[src/rtl/bloom_pkg.sv]
// Shared types and helpers for the Bloom-filter rule writer and its lookup peer.
// Optional feature macro used by the writer: DUP_DETECT_EN (duplicate-insert flag).
package bloom_pkg;

    localparam int          KEY_W    = 104;
    localparam logic [15:0] DEF_SALT = 16'h9E37;

    // Rule tuple; ip_protocol occupies the key MSBs.
    typedef struct packed {
        logic [71:0] ip_protocol;
        logic [15:0] src_port;
        logic [15:0] dst_port;
    } rule_key_t;

    typedef enum logic [2:0] {
        IDLE = 3'd0,
        RD   = 3'd1,
        WR   = 3'd2,
        DONE = 3'd3,
        CLR  = 3'd4
    } wr_state_e;

    // Word index of a bit index: drop the in-word bit-select bits.
    function automatic logic [15:0] word_of(input logic [15:0] h, input int unsigned lg_w);
        return h >> lg_w;
    endfunction

    // Bit position inside the word: the low lg_w bits.
    function automatic logic [15:0] bit_of(input logic [15:0] h, input int unsigned lg_w);
        return h & ((16'd1 << lg_w) - 16'd1);
    endfunction

endpackage

[src/rtl/bloom_rule_writer_if.sv]
// Rule intake, status and table-RAM port of the Bloom rule writer.
// Optional DUP_DETECT_EN adds the dup status line.
//
// Handshake: a rule transfers on a rising clk edge where in_valid and in_ready
// are both 1; in_valid asserted while in_ready is 0 is dropped, not held or queued.
// clr_req is only looked at while the writer is idle and has priority over a rule.
interface bloom_rule_writer_if #(
    parameter int IDX_W  = 10,
    parameter int WORD_W = 32
);
    localparam int AW = IDX_W - $clog2(WORD_W);

    logic [71:0]       ip_protocol;
    logic [15:0]       src_port;
    logic [15:0]       dst_port;
    logic              in_valid;
    logic              in_ready;
    logic              clr_req;
    logic              mem_rd_en;
    logic              mem_wr_en;
    logic [AW-1:0]     mem_addr;
    logic [WORD_W-1:0] mem_wr_data;
    logic [WORD_W-1:0] mem_rd_data;
    logic              busy;
    logic              done;
    logic [15:0]       insert_count;
`ifdef DUP_DETECT_EN
    logic              dup;
`endif

    // Writer side: drives the RAM bus and status.
    modport master (
`ifdef DUP_DETECT_EN
        output dup,
`endif
        input  ip_protocol, src_port, dst_port, in_valid, clr_req, mem_rd_data,
        output in_ready, mem_rd_en, mem_wr_en, mem_addr, mem_wr_data,
               busy, done, insert_count
    );

    // Control/config side plus RAM.
    modport slave (
`ifdef DUP_DETECT_EN
        input  dup,
`endif
        output ip_protocol, src_port, dst_port, in_valid, clr_req, mem_rd_data,
        input  in_ready, mem_rd_en, mem_wr_en, mem_addr, mem_wr_data,
               busy, done, insert_count
    );

endinterface

[src/rtl/bloom_hash.sv]
// Combinational Bloom hash: XOR-fold of the key into IDX_W-bit chunks (from the
// LSB, last chunk zero-padded), plus i*SALT, modulo 2^IDX_W.
// The lookup path instantiates the same module so both ends agree bit-for-bit.
module bloom_hash
    import bloom_pkg::*;
#(
    parameter int          IDX_W = 10,
    parameter logic [15:0] SALT  = DEF_SALT
) (
    input  rule_key_t        i_key,
    input  logic [2:0]       i_idx,
    output logic [IDX_W-1:0] o_h
);
    localparam int NCH = (KEY_W + IDX_W - 1) / IDX_W;

    logic [NCH*IDX_W-1:0] w_padded;
    logic [IDX_W-1:0]     w_fold;
    logic [31:0]          w_salt_mul;

    // Fold the zero-padded key and add the per-hash salt offset.
    always_comb begin
        w_padded              = '0;
        w_padded[KEY_W-1:0]   = i_key;
        w_fold                = '0;
        for (int c = 0; c < NCH; c++) begin
            w_fold = w_fold ^ w_padded[c*IDX_W +: IDX_W];
        end
        w_salt_mul = 32'(i_idx) * 32'(SALT);
        o_h        = w_fold + w_salt_mul[IDX_W-1:0];
    end

endmodule

[src/rtl/bloom_rule_writer.sv]
// Bloom rule writer: hashes a rule K ways and sets one table bit per hash with
// a read-modify-write on the shared word RAM; also clears the whole table.
// Optional feature macro: DUP_DETECT_EN (flags inserts whose K bits were all set).
module bloom_rule_writer
    import bloom_pkg::*;
#(
    parameter int          K      = 3,
    parameter int          IDX_W  = 10,
    parameter int          WORD_W = 32,
    parameter logic [15:0] SALT   = DEF_SALT
) (
    input  logic               clk,
    input  logic               reset,
    bloom_rule_writer_if.master bus,
    output wr_state_e          o_dbg_state
);
    localparam int LG_W  = $clog2(WORD_W);
    localparam int AW    = IDX_W - LG_W;
    localparam int DEPTH = 1 << AW;

    localparam logic [2:0]    IDX_LAST  = 3'(K - 1);
    localparam logic [AW-1:0] ADDR_LAST = AW'(DEPTH - 1);

    wr_state_e       r_state;
    rule_key_t       r_key;
    logic [2:0]      r_idx;
    logic [AW-1:0]   r_addr;
    logic [LG_W-1:0] r_bit;
    logic            r_rd_en;
    logic            r_wr_en;
    logic            r_busy;
    logic            r_in_ready;
    logic            r_done;
    logic [15:0]     r_insert_count;

    rule_key_t         w_in_key;
    rule_key_t         w_hash_key;
    logic [2:0]        w_hash_idx;
    logic [IDX_W-1:0]  w_h;
    logic [AW-1:0]     w_word;
    logic [LG_W-1:0]   w_bit;
    logic [WORD_W-1:0] w_mask;
    logic              w_bit_was_set;
    logic              w_is_dup;

    // Assemble the incoming rule tuple.
    always_comb begin
        w_in_key.ip_protocol = bus.ip_protocol;
        w_in_key.src_port    = bus.src_port;
        w_in_key.dst_port    = bus.dst_port;
    end

    // The hash always looks one step ahead: the incoming key with i=0 while idle,
    // otherwise the latched key with the next index, so the next RD address is
    // ready to be registered on the transition into RD.
    always_comb begin
        w_hash_key = (r_state == IDLE) ? w_in_key : r_key;
        w_hash_idx = (r_state == IDLE) ? 3'd0 : (r_idx + 3'd1);
    end

    bloom_hash #(
        .IDX_W (IDX_W),
        .SALT  (SALT)
    ) u_hash (
        .i_key (w_hash_key),
        .i_idx (w_hash_idx),
        .o_h   (w_h)
    );

    assign w_word        = AW'(word_of(16'(w_h), LG_W));
    assign w_bit         = LG_W'(bit_of(16'(w_h), LG_W));
    assign w_mask        = {{(WORD_W-1){1'b0}}, 1'b1} << r_bit;
    assign w_bit_was_set = bus.mem_rd_data[r_bit];

`ifdef DUP_DETECT_EN
    logic r_all_set;
    logic r_dup;
    assign w_is_dup = r_all_set & w_bit_was_set;
    assign bus.dup  = r_dup;
`else
    assign w_is_dup = 1'b0;
`endif

    // Control FSM; strobes, address and status are registered alongside the state.
    always_ff @(posedge clk or posedge reset) begin
        if (reset) begin
            r_state        <= IDLE;
            r_key          <= '0;
            r_idx          <= '0;
            r_addr         <= '0;
            r_bit          <= '0;
            r_rd_en        <= 1'b0;
            r_wr_en        <= 1'b0;
            r_busy         <= 1'b0;
            r_in_ready     <= 1'b1;
            r_done         <= 1'b0;
            r_insert_count <= '0;
`ifdef DUP_DETECT_EN
            r_all_set      <= 1'b0;
            r_dup          <= 1'b0;
`endif
        end else begin
            case (r_state)
                IDLE: begin
                    if (bus.clr_req) begin
                        r_state    <= CLR;
                        r_busy     <= 1'b1;
                        r_in_ready <= 1'b0;
                        r_wr_en    <= 1'b1;
                        r_addr     <= '0;
                    end else if (bus.in_valid) begin
                        r_state    <= RD;
                        r_key      <= w_in_key;
                        r_idx      <= 3'd0;
                        r_addr     <= w_word;
                        r_bit      <= w_bit;
                        r_rd_en    <= 1'b1;
                        r_busy     <= 1'b1;
                        r_in_ready <= 1'b0;
`ifdef DUP_DETECT_EN
                        r_all_set  <= 1'b1;
`endif
                    end
                end
                RD: begin
                    r_rd_en <= 1'b0;
                    r_wr_en <= 1'b1;
                    r_state <= WR;
                end
                WR: begin
                    r_wr_en <= 1'b0;
`ifdef DUP_DETECT_EN
                    r_all_set <= r_all_set & w_bit_was_set;
`endif
                    if (r_idx == IDX_LAST) begin
                        r_state <= DONE;
                        r_done  <= 1'b1;
                        r_addr  <= '0;
                        if (!w_is_dup && (r_insert_count != 16'hFFFF)) begin
                            r_insert_count <= r_insert_count + 16'd1;
                        end
`ifdef DUP_DETECT_EN
                        r_dup <= w_is_dup;
`endif
                    end else begin
                        r_idx   <= r_idx + 3'd1;
                        r_addr  <= w_word;
                        r_bit   <= w_bit;
                        r_rd_en <= 1'b1;
                        r_state <= RD;
                    end
                end
                CLR: begin
                    if (r_addr == ADDR_LAST) begin
                        r_wr_en        <= 1'b0;
                        r_addr         <= '0;
                        r_insert_count <= '0;
                        r_done         <= 1'b1;
                        r_state        <= DONE;
                    end else begin
                        r_addr <= r_addr + 1'b1;
                    end
                end
                DONE: begin
                    r_done     <= 1'b0;
                    r_busy     <= 1'b0;
                    r_in_ready <= 1'b1;
                    r_state    <= IDLE;
`ifdef DUP_DETECT_EN
                    r_dup      <= 1'b0;
`endif
                end
                default: begin
                    r_state <= IDLE;
                end
            endcase
        end
    end

    // Write data merges the just-returned read word with the bit to set;
    // clears (and every other state) write zeros.
    assign bus.mem_wr_data = (r_state == WR) ? (bus.mem_rd_data | w_mask) : '0;

    assign bus.mem_rd_en    = r_rd_en;
    assign bus.mem_wr_en    = r_wr_en;
    assign bus.mem_addr     = r_addr;
    assign bus.busy         = r_busy;
    assign bus.in_ready     = r_in_ready;
    assign bus.done         = r_done;
    assign bus.insert_count = r_insert_count;
    assign o_dbg_state      = r_state;

endmodule

[src/flat_wrapper.sv]
// flat-port wrapper written by rule: the top's interface ports become plain ports
module bloom_rule_writer_flat import bloom_pkg::*;
#(
    parameter int          K      = 3,
    parameter int          IDX_W  = 10,
    parameter int          WORD_W = 32,
    parameter logic [15:0] SALT   = DEF_SALT
)
  (clk, reset, o_dbg_state, bus_ip_protocol, bus_src_port, bus_dst_port, bus_in_valid, bus_clr_req, bus_mem_rd_data, bus_in_ready, bus_mem_rd_en, bus_mem_wr_en, bus_mem_addr, bus_mem_wr_data, bus_busy, bus_done, bus_insert_count);
  bloom_rule_writer_if #(.IDX_W(IDX_W), .WORD_W(WORD_W)) bus_i ();
  input  logic clk;
  input  logic reset;
  output wr_state_e o_dbg_state;
  input wire logic [$bits(bus_i.ip_protocol)-1:0] bus_ip_protocol;
  input wire logic [$bits(bus_i.src_port)-1:0] bus_src_port;
  input wire logic [$bits(bus_i.dst_port)-1:0] bus_dst_port;
  input wire logic [$bits(bus_i.in_valid)-1:0] bus_in_valid;
  input wire logic [$bits(bus_i.clr_req)-1:0] bus_clr_req;
  input wire logic [$bits(bus_i.mem_rd_data)-1:0] bus_mem_rd_data;
  output wire logic [$bits(bus_i.in_ready)-1:0] bus_in_ready;
  output wire logic [$bits(bus_i.mem_rd_en)-1:0] bus_mem_rd_en;
  output wire logic [$bits(bus_i.mem_wr_en)-1:0] bus_mem_wr_en;
  output wire logic [$bits(bus_i.mem_addr)-1:0] bus_mem_addr;
  output wire logic [$bits(bus_i.mem_wr_data)-1:0] bus_mem_wr_data;
  output wire logic [$bits(bus_i.busy)-1:0] bus_busy;
  output wire logic [$bits(bus_i.done)-1:0] bus_done;
  output wire logic [$bits(bus_i.insert_count)-1:0] bus_insert_count;
  assign bus_i.ip_protocol = bus_ip_protocol;
  assign bus_i.src_port = bus_src_port;
  assign bus_i.dst_port = bus_dst_port;
  assign bus_i.in_valid = bus_in_valid;
  assign bus_i.clr_req = bus_clr_req;
  assign bus_i.mem_rd_data = bus_mem_rd_data;
  assign bus_in_ready = bus_i.in_ready;
  assign bus_mem_rd_en = bus_i.mem_rd_en;
  assign bus_mem_wr_en = bus_i.mem_wr_en;
  assign bus_mem_addr = bus_i.mem_addr;
  assign bus_mem_wr_data = bus_i.mem_wr_data;
  assign bus_busy = bus_i.busy;
  assign bus_done = bus_i.done;
  assign bus_insert_count = bus_i.insert_count;
  bloom_rule_writer #(.K(K), .IDX_W(IDX_W), .WORD_W(WORD_W), .SALT(SALT)) u_core (.clk(clk), .reset(reset), .bus(bus_i), .o_dbg_state(o_dbg_state));
endmodule
[config.mk]
export PLATFORM = sky130hd
export DESIGN_NAME = bloom_rule_writer_flat
export DESIGN_NICKNAME = d
export VERILOG_FILES = /design/src/rtl/bloom_pkg.sv /design/src/rtl/bloom_rule_writer_if.sv /design/src/rtl/bloom_hash.sv /design/src/rtl/bloom_rule_writer.sv /design/src/flat_wrapper.sv
export SDC_FILE = /design/constraint.sdc
export NUM_CORES = 1
export LEC_CHECK = 0
export ABC_AREA = 0
export CORE_MARGIN = 1
export CORE_UTILIZATION = 30
export CTS_CLUSTER_DIAMETER = 60
export CTS_CLUSTER_SIZE = 16
export DETAILED_ROUTE_END_ITERATION = 10
export GPL_ROUTABILITY_DRIVEN = 1
export PLACE_DENSITY = 0.56
export SLEW_MARGIN = 20
export SYNTH_ARGS = -nofsm -noshare
export SYNTH_HDL_FRONTEND = slang
export SYNTH_SLANG_ARGS = --single-unit
[constraint.sdc]
create_clock -name clk -period 4.4 [get_ports clk]
set_input_delay 0.66 -clock clk [delete_from_list [all_inputs] [get_ports clk]]
set_output_delay 0.66 -clock clk [all_outputs]
set_load 0.05 [all_outputs]
==> impl_summary.txt, run 1 <==
----------------------------------------------------
[Run status]
  Result of the run ... completed

[Setup path]
  Crit Path Category ... flop to flop
  Required time worst endpoint ... roughly 4.7 ns
  Critical Path Fanout Max ... 6
  Worst R2R Start ... u_core.r_idx[0]
  Setup slack of the most critical reg-to-reg path ... 0.48 ns
  Worst reg2reg path depth ... 12
  End of the worst register-to-register path ... u_core.bus.mem_addr[2]
  Startpoint type of the worst setup path ... flop
  Endpoint type of the worst setup path ... flop
  Arrival time reported for the critical path endpoint ... between 4 and 5 ns

[Routing]
  Mean routed wirelength per cell ... 14.5 um
  Final routed DRC violation total ... 0
  Pre-Repair DR Iteration Count ... 4
  Wire length reported by the detailed router ... roughly 20 mm
  Routed vias ... approximately 6200
  Via count normalized by instance count ... 4.50
  Violation count after the first detailed-route iteration ... ~200
  Routed Antenna Nets ... 0

[Synth]
  Top cells by area in the synthesized netlist ... sky130_fd_sc_hd__dfrtp_1 41%, sky130_fd_sc_hd__xnor2_1 18%, sky130_fd_sc_hd__mux2_2 14%
  Yosys warns ... 0
  Count of distinct cell types in the synthesized netlist ... 47
  Cell taking the most area after synthesis ... sky130_fd_sc_hd__dfrtp_1
  Area share of the largest cell type after synthesis ... about two fifths
  Post-synthesis instance total ... 790
  Synthesis-stage register bit count ... about 140
  Summed instance area of the synthesized netlist ... ~8500 um2
  Register area share after synthesis ... between 40% and 50%
  Share of flip-flops with an asynchronous set or reset ... 100%
  Flip-flop cell with the highest count after synthesis ... sky130_fd_sc_hd__dfrtp_1
  Net count of the mapped netlist ... around 960
  Avg Synthesized Cell Area ... about 11 um2
  Number of enable-type register cells in the synthesized netlist ... 0

[CTS]
  Number of buffers added to fix hold violations after cts ... 0
  Buffers inserted by post-CTS timing repair ... 0
  Clock root cell ... sky130_fd_sc_hd__clkbuf_16
  CTS Buf Count ... 17
  CTS Sinks ... between 100 and 150
  Quantity of gates resized following cts ... 0
  CTS tree ... done
  Clock network latency to the later pin of the worst-skew pair ... ~0.42 ns
  Number of H-tree branching levels ... 4
  Clock slew seen by the registers of the worst setup and hold paths ... 0.06 ns
  Worst-case clock buffer depth ... 2

[Power and ir drop]
  Proportion of power drawn by flip-flops and latches ... roughly a quarter
  Worst IR Drop VDD ... just under 500 uV
  P per Cell Area ... about 860 nW/um2
  Overall Power ... around 10 mW
  Switching power of the nets ... between 4 and 5 mW
  Part of the power in the clock network ... between 10% and 20%
  Static leakage ... about 4.6 nW
  Net switching fraction of the power ... between 40% and 50%
  Internal power of the cells ... between 5 and 6 mW
  Proportion of power drawn by combinational gates ... about 62%

[STA]
  Count of final hold-check violations ... 0
  Worst-case clock skew ... a little over 0.01 ns
  Summed negative setup slack over all endpoints ... 0 ns
  Worst Tran Pin Value ... about 0.9 ns
  Count of pins over their slew limit ... 0
  Period utilisation layout ... around nine tenths
  Period minus WS final ... just under 4 ns
  Max_slew headroom ... 40.3%
  Number of failing setup endpoints in the final timing report ... 0
  Top achievable clock speed ... roughly 260 MHz
  Setup repair after global routing missed its margin ... no

[Global route]
  Largest net degree at the start of global routing ... between 90 and 100
  Initial antenna violation count ... 1
  Global route total overflow ... 0
  Number of global-route vias before repair ... ~6200
  Overall Global Routing Usage ... around 14%
  First-pass GRT wire length ... between 30 and 40 mm

[Floorplan]
  Total die area ... 29000 um2
  Ports placed on the boundary ... around 200
  Std-Cell Rows ... 61
  Die W ... 170 um
  DIE HEIGHT ... 170 um
  Placeable core region ... around 28000 um2
  Initial standard-cell utilization of the core ... a little under a third

[Cells and area]
  Post-layout nets ... between 1000 and 1500
  Finished layout cell area ... roughly 12000 um2
  Leading cell types in the layout, fill and taps excluded ... 200 x sky130_fd_sc_hd__clkdlybuf4s50_1, 171 x sky130_fd_sc_hd__xnor2_1, 140 x sky130_fd_sc_hd__dfrtp_1
  N_diodes ... 0
  Post-Route Utilization ... about two fifths
  Area added between synthesis and finish ... 36.0%
  Most common cell after layout, fill and taps aside ... sky130_fd_sc_hd__clkdlybuf4s50_1
  Proportion of layout cells with a drive suffix above 1 ... about 16%

[Hold path]
  Worst min-delay path endpoint ... u_core.bus.in_ready
  Hold path start ... u_core.bus.in_ready
  Number of instances on the worst hold path ... 2
  Path type of the worst min-delay path ... flop to flop

[Job]
  Number of max-cap violations ... 0

[Place]
  Gp weighted congestion ... around 0.8
  # port buffers ... 200
  Hpwl dp ... roughly 15 mm
  Placed inst area ... approximately 11000 um2

----------------------------------------------------
==> worst max-delay path, stage by stage (launching register included) <==
cell and delay (ns):
sky130_fd_sc_hd__dfrtp_1 0.45, sky130_fd_sc_hd__ha_1 0.27, sky130_fd_sc_hd__xnor2_1 0.14, sky130_fd_sc_hd__nor2_1 0.43
sky130_fd_sc_hd__fa_1 0.52, sky130_fd_sc_hd__fa_1 0.44, sky130_fd_sc_hd__ha_1 0.32, sky130_fd_sc_hd__nor2b_1 0.14
sky130_fd_sc_hd__o21a_1 0.17, sky130_fd_sc_hd__o21a_1 0.20, sky130_fd_sc_hd__o21a_1 0.18, sky130_fd_sc_hd__or3_1 0.31
sky130_fd_sc_hd__a31o_2 0.23
==> area by class of cell <==
class                           instances  area [um2]
Clock buffer                           18         439
Clock inverter                         14         148
Fill cell                            2760       16200
Inverter                               20        78.8
Multi-Input combinational cell        602        4780
Sequential cell                       141        3530
Tap cell                              378         473
Timing Repair Buffer                  210        2100
==> layer usage <==
| layer | GRT usage (%) | up-vias | part of all wire (%) |
|---|---|---|---|
| met5 | 0 | - | 0 |
| met4 | 3.21 | 0 | 0.76 |
| met3 | 5.81 | 11 | 8.7 |
| met2 | 22.8 | 172 | 45 |
| met1 | 18.3 | 2958 | 45 |
| li1 | - | 3084 | - |
==> synth_stat cells (all sizes together) (3+ instances only) <==
master	number
xor2	31
a211o	3
and2	5
ha	21
a21oi	42
xnor2	171
nor4	4
dfrtp	140
nor2b	12
clkbuf	13
nor2	70
or2	4
fa	7
a31oi	11
o21a	4
mux2	106
buf	14
nand3	6
nand4	6
nand2b	3
nor3	7
inv	20
o21ai	23
nand2	36
mux2i	3
==> flip-flops by register name (all words and copies together), names as in the netlist <==
signal,count
u_core.bus.busy,1
u_core.bus.mem_addr,5
u_core.r_idx,3
u_core.bus.done,1
u_core.bus.in_ready,1
u_core.bus.mem_rd_en,1
u_core.r_bit,5
u_core.bus.mem_wr_en,1
u_core.r_key,104
u_core.o_dbg_state,3
u_core.bus.insert_count,16
==> logic make-up after synthesis <==
logic type / count (synthesis) / synth area share [%]
multiplexers: 109 / 14.4
flip-flops: 141 / 41.6
AND/OR/NAND/NOR: 163 / 8.86
AO/OA/AOI/OAI: 98 / 6.72
buffers and inverters: 47 / 2.29
XOR/XNOR: 204 / 21.4
adder cells (fa/ha/maj): 28 / 4.75
==> stage by stage <==
step           hold WS, ns  std cells  worst slack, ns
6_report             0.506       1383            0.481
5_1_grt              0.532       1383            0.219
4_1_cts              0.508       1383            0.493
3_5_place_dp         0.495       1351            0.205
3_3_place_gp         0.494       1351            0.223
2_1_floorplan        0.479        790            0.225
==> worst max path at each step <==
stage	from	endpoint	slack, ns	depth (start not counted)
CTS	u_core.r_idx[0]	u_core.bus.mem_addr[2]	0.49	12
global placement	bus_dst_port[13]	u_core.bus.mem_addr[2]	0.22	15
detailed placement	bus_dst_port[13]	u_core.bus.mem_addr[2]	0.21	15
finish	u_core.r_idx[0]	u_core.bus.mem_addr[2]	0.48	12
floorplan	u_core.o_dbg_state[2]	u_core.bus.mem_addr[2]	0.22	13
global route	u_core.r_idx[0]	u_core.bus.mem_addr[4]	0.22	13
==> power by group through the flow <==
stage          Combinational (mW)  Sequential (mW)  Clock [mW]
6_report                     6.12             2.32        1.45
5_1_grt                      6.86             2.41        1.55
4_1_cts                      6.25             2.33        1.50
3_5_place_dp                 6.22             2.35           0
3_3_place_gp                 6.21             2.34           0
2_1_floorplan                4.64             2.37           0
Power figures use the tool's default switching activity.
==> inputs of run 2 (changes only) <==
- SKIP_LAST_GASP: default -> 1
==> results of run 2 <==
Final layout, timing and power as in run 1 (identical DEF).
==> inputs of run 3 (changes only) <==
- CORE_MARGIN: 1 -> 2
==> run 3 against run 2 <==
Net effect:
- sequential share of layout area about the same
- critical path depth unchanged
- highest routed layer is now met5
- hold slack better by 0.0045 ns
- non-clock buffer count down 1
- combinational power about the same
- clock power up 4%
- flip-flop and latch count unchanged
- critical path type unchanged
==> impl_summary.txt, run 3 (synthesized netlist as in run 1, its figures left out) <==
----------------------------------------------------
[Cells and area]
  Most common cell after layout, fill and taps aside ... sky130_fd_sc_hd__clkdlybuf4s50_1
  Proportion of layout cells with a drive suffix above 1 ... 15.4% (-0.27 points)
  Post-layout nets ... 1159 (-0.086%)
  Area added between synthesis and finish ... 36.2% (about the same)
  Seq. cell area ... 3530 um2 (unchanged)
  Total of fill cells in the finished design ... 2726 (-1.2%)
  Leading cell types in the layout, fill and taps excluded ... 200 x sky130_fd_sc_hd__clkdlybuf4s50_1, 171 x sky130_fd_sc_hd__xnor2_1, 140 x sky130_fd_sc_hd__dfrtp_1
  Max reg flops ... 104 (unchanged)
  Finished layout cell area ... 11600 um2 (about the same)
  Multi-input combinational cell area ... 4780 um2 (unchanged)
  Most flop-heavy register ... u_core.r_key

[Setup path]
  Crit Path Category ... flop to flop
  Top Family by Delay on Critical Path ... adder cells
  Startpoint type of the worst setup path ... flop
  Endpoint type of the worst setup path ... flop
  Buffers & Inverters on Critical Path ... 0 (unchanged)
  Arrival time reported for the critical path endpoint ... 4.24 ns (about the same)
  Critical Path Slowest Stage Cell ... sky130_fd_sc_hd__fa_1
  Ordered cell list for the critical path ... ha_1 > xnor2_1 > nor2_1 > fa_1 > fa_1 > ha_1 > nor2b_1 > o21a_1 > o21a_1 > o21a_1 > or3_1 > a31o_2
  Stage delay of the slowest cell on the critical path ... 0.52 ns (about the same)
  Critical Path Fanout Max ... 6 (unchanged)
  Cell mode on critical path ... sky130_fd_sc_hd__o21a_1
  Required time worst endpoint ... 4.71 ns (about the same)

[STA]
  Count of final hold-check violations ... 0 (unchanged)
  Number of failing setup endpoints in the final timing report ... 0 (unchanged)
  Worst Tran Pin Value ... 0.854 ns (-0.0361 ns)
  Setup repair after global routing missed its margin ... no
  Top achievable clock speed ... 254 MHz (-0.44%)
  Max_slew headroom ... 42.7% (+2.4 points)
  Setup slack after layout ... 0.464 ns (-0.0175 ns)
  Summed negative setup slack over all endpoints ... 0 ns (unchanged)
  Period minus WS final ... 3.94 ns (+0.0175 ns)
  Count of pins over their slew limit ... 0 (unchanged)
  Final hold slack ... 0.510 ns (+0.00447 ns)
  Period utilisation layout ... 89.5% (+0.40 points)
  Worst-case clock skew ... 0.0118 ns (+0.00150 ns)

[CTS]
  Quantity of gates resized following cts ... 0 (unchanged)
  Clock slew seen by the registers of the worst setup and hold paths ... 0.06 ns (about the same)
  Clock root cell ... sky130_fd_sc_hd__clkbuf_16
  Buffers inserted by post-CTS timing repair ... 0 (unchanged)
  CTS tree ... done
  Worst-case clock buffer depth ... 2 (unchanged)
  Number of buffers added to fix hold violations after cts ... 0 (unchanged)
  Clock network latency to the later pin of the worst-skew pair ... 0.42 ns (about the same)
  CTS Buf Count ... 17 (unchanged)
  CTS Sinks ... 141 (unchanged)
  Number of H-tree branching levels ... 4 (unchanged)

[Place]
  Gp weighted congestion ... 0.741 (-7.5%)
  Hpwl dp ... 15.2 mm (+0.81%)
  DP Worst Slack ... 0.198 ns (-0.00740 ns)
  Placed inst area ... 11000 um2 (about the same)
  # port buffers ... 200 (unchanged)

[Routing]
  Routed vias ... 6173 (-0.84%)
  Final routed DRC violation total ... 0 (unchanged)
  Routed Antenna Nets ... 0 (unchanged)
  Via count normalized by instance count ... 4.47 (-0.76%)
  Pre-Repair DR Iteration Count ... 4 (unchanged)
  Mean routed wirelength per cell ... 14.4 um (-0.45%)
  Violation count after the first detailed-route iteration ... 243 (+19%)
  Wire length reported by the detailed router ... 20.0 mm (-0.52%)

[Global route]
  Global route total overflow ... 0 (unchanged)
  Overall Global Routing Usage ... 13.8% (-0.54 points)
  First-pass GRT wire length ... 31.9 mm (-1.6%)
  Initial antenna violation count ... 4 (+3)
  Largest net degree at the start of global routing ... 77 (-21%)
  Number of global-route vias before repair ... 6212 (-0.46%)

[Floorplan]
  Std-Cell Rows ... 61 (unchanged)
  Placeable core region ... 27800 um2 (unchanged)
  Die W ... 172 um (+1.2%)
  DIE HEIGHT ... 172 um (+1.2%)
  Total die area ... 29700 um2 (+2.4%)
  Initial standard-cell utilization of the core ... 30.5% (unchanged)
  Ports placed on the boundary ... 201 (unchanged)

[Power and ir drop]
  P per Cell Area ... 859 nW/um2 (+0.27%)
  Static leakage ... 4.58 nW (about the same)
  Worst IR Drop VDD ... 406 uV (-17%)

[Run status]
  Result of the run ... completed

[Hold path]
  Path type of the worst min-delay path ... flop to flop

[Job]
  Number of max-cap violations ... 0 (unchanged)

----------------------------------------------------
[run 3: per-stage QoR]
stage | util [%] | cells | power (mW)
after floorplan | - | 790 | 7.02
after global placement | 39.4 | 1350 | 8.48
after detailed placement | 39.4 | 1350 | 8.53
after CTS | 41.6 | 1381 | 10.1
after global routing | 41.6 | 1381 | 10.9
final | 41.6 | 1382 | 9.93
[run 3: final timing paths]
| check | from | end | slack (ns) | cells past startpoint |
|---|---|---|---|---|
| setup / recovery | u_core.r_idx[0] | u_core.bus.mem_addr[2] | 0.46 | 12 |
| hold / removal | u_core.bus.in_ready | u_core.bus.in_ready | 0.51 | 2 |
| setup reg to reg | u_core.r_idx[0] | u_core.bus.mem_addr[2] | 0.46 | 12 |
| hold reg to reg | u_core.bus.in_ready | u_core.bus.in_ready | 0.51 | 2 |
| max in group asynchronous | reset | u_core.r_key[30] | 2.78 | 3 |
| min in group asynchronous | reset | u_core.r_key[79] | 0.68 | 2 |
[run 3: per-layer routing]
metal / global-route usage (%) / share of wire, % / routed length [um] / up-vias
li1: - / - / - / 3072
met5: 0 / 0.065 / 13 / -
met4: 3.65 / 1.0 / 209 / 2
met3: 5.24 / 9.1 / 1810 / 17
met1: 16.7 / 44 / 8700 / 2917
met2: 23.1 / 46 / 9230 / 165
[run 3: cell type report]
cell class                      instances  share of cell area (%)
Timing Repair Buffer                  209                    18.1
Multi-Input combinational cell        602                    41.3
Sequential cell                       141                    30.5
Inverter                               20                   0.682
Antenna cell                            1                  0.0217
Tap cell                              378                    4.09
Clock inverter                         12                    1.39
Clock buffer                           19                    3.83
[run 3: tightest hold or removal path: cells and delay by family, from the launching register on]
kind / cells / cell delay [ns]
AOI/OAI and AO/OA: 2 / 0.13
DFF: 1 / 0.38
[run 3: where the power goes]
group,switching [mW],leakage [nW],internal (mW)
registers,0.439,1.72,1.88
clock network,0.594,0.295,0.911
logic,3.05,2.57,3.05
total,4.09,4.58,5.84
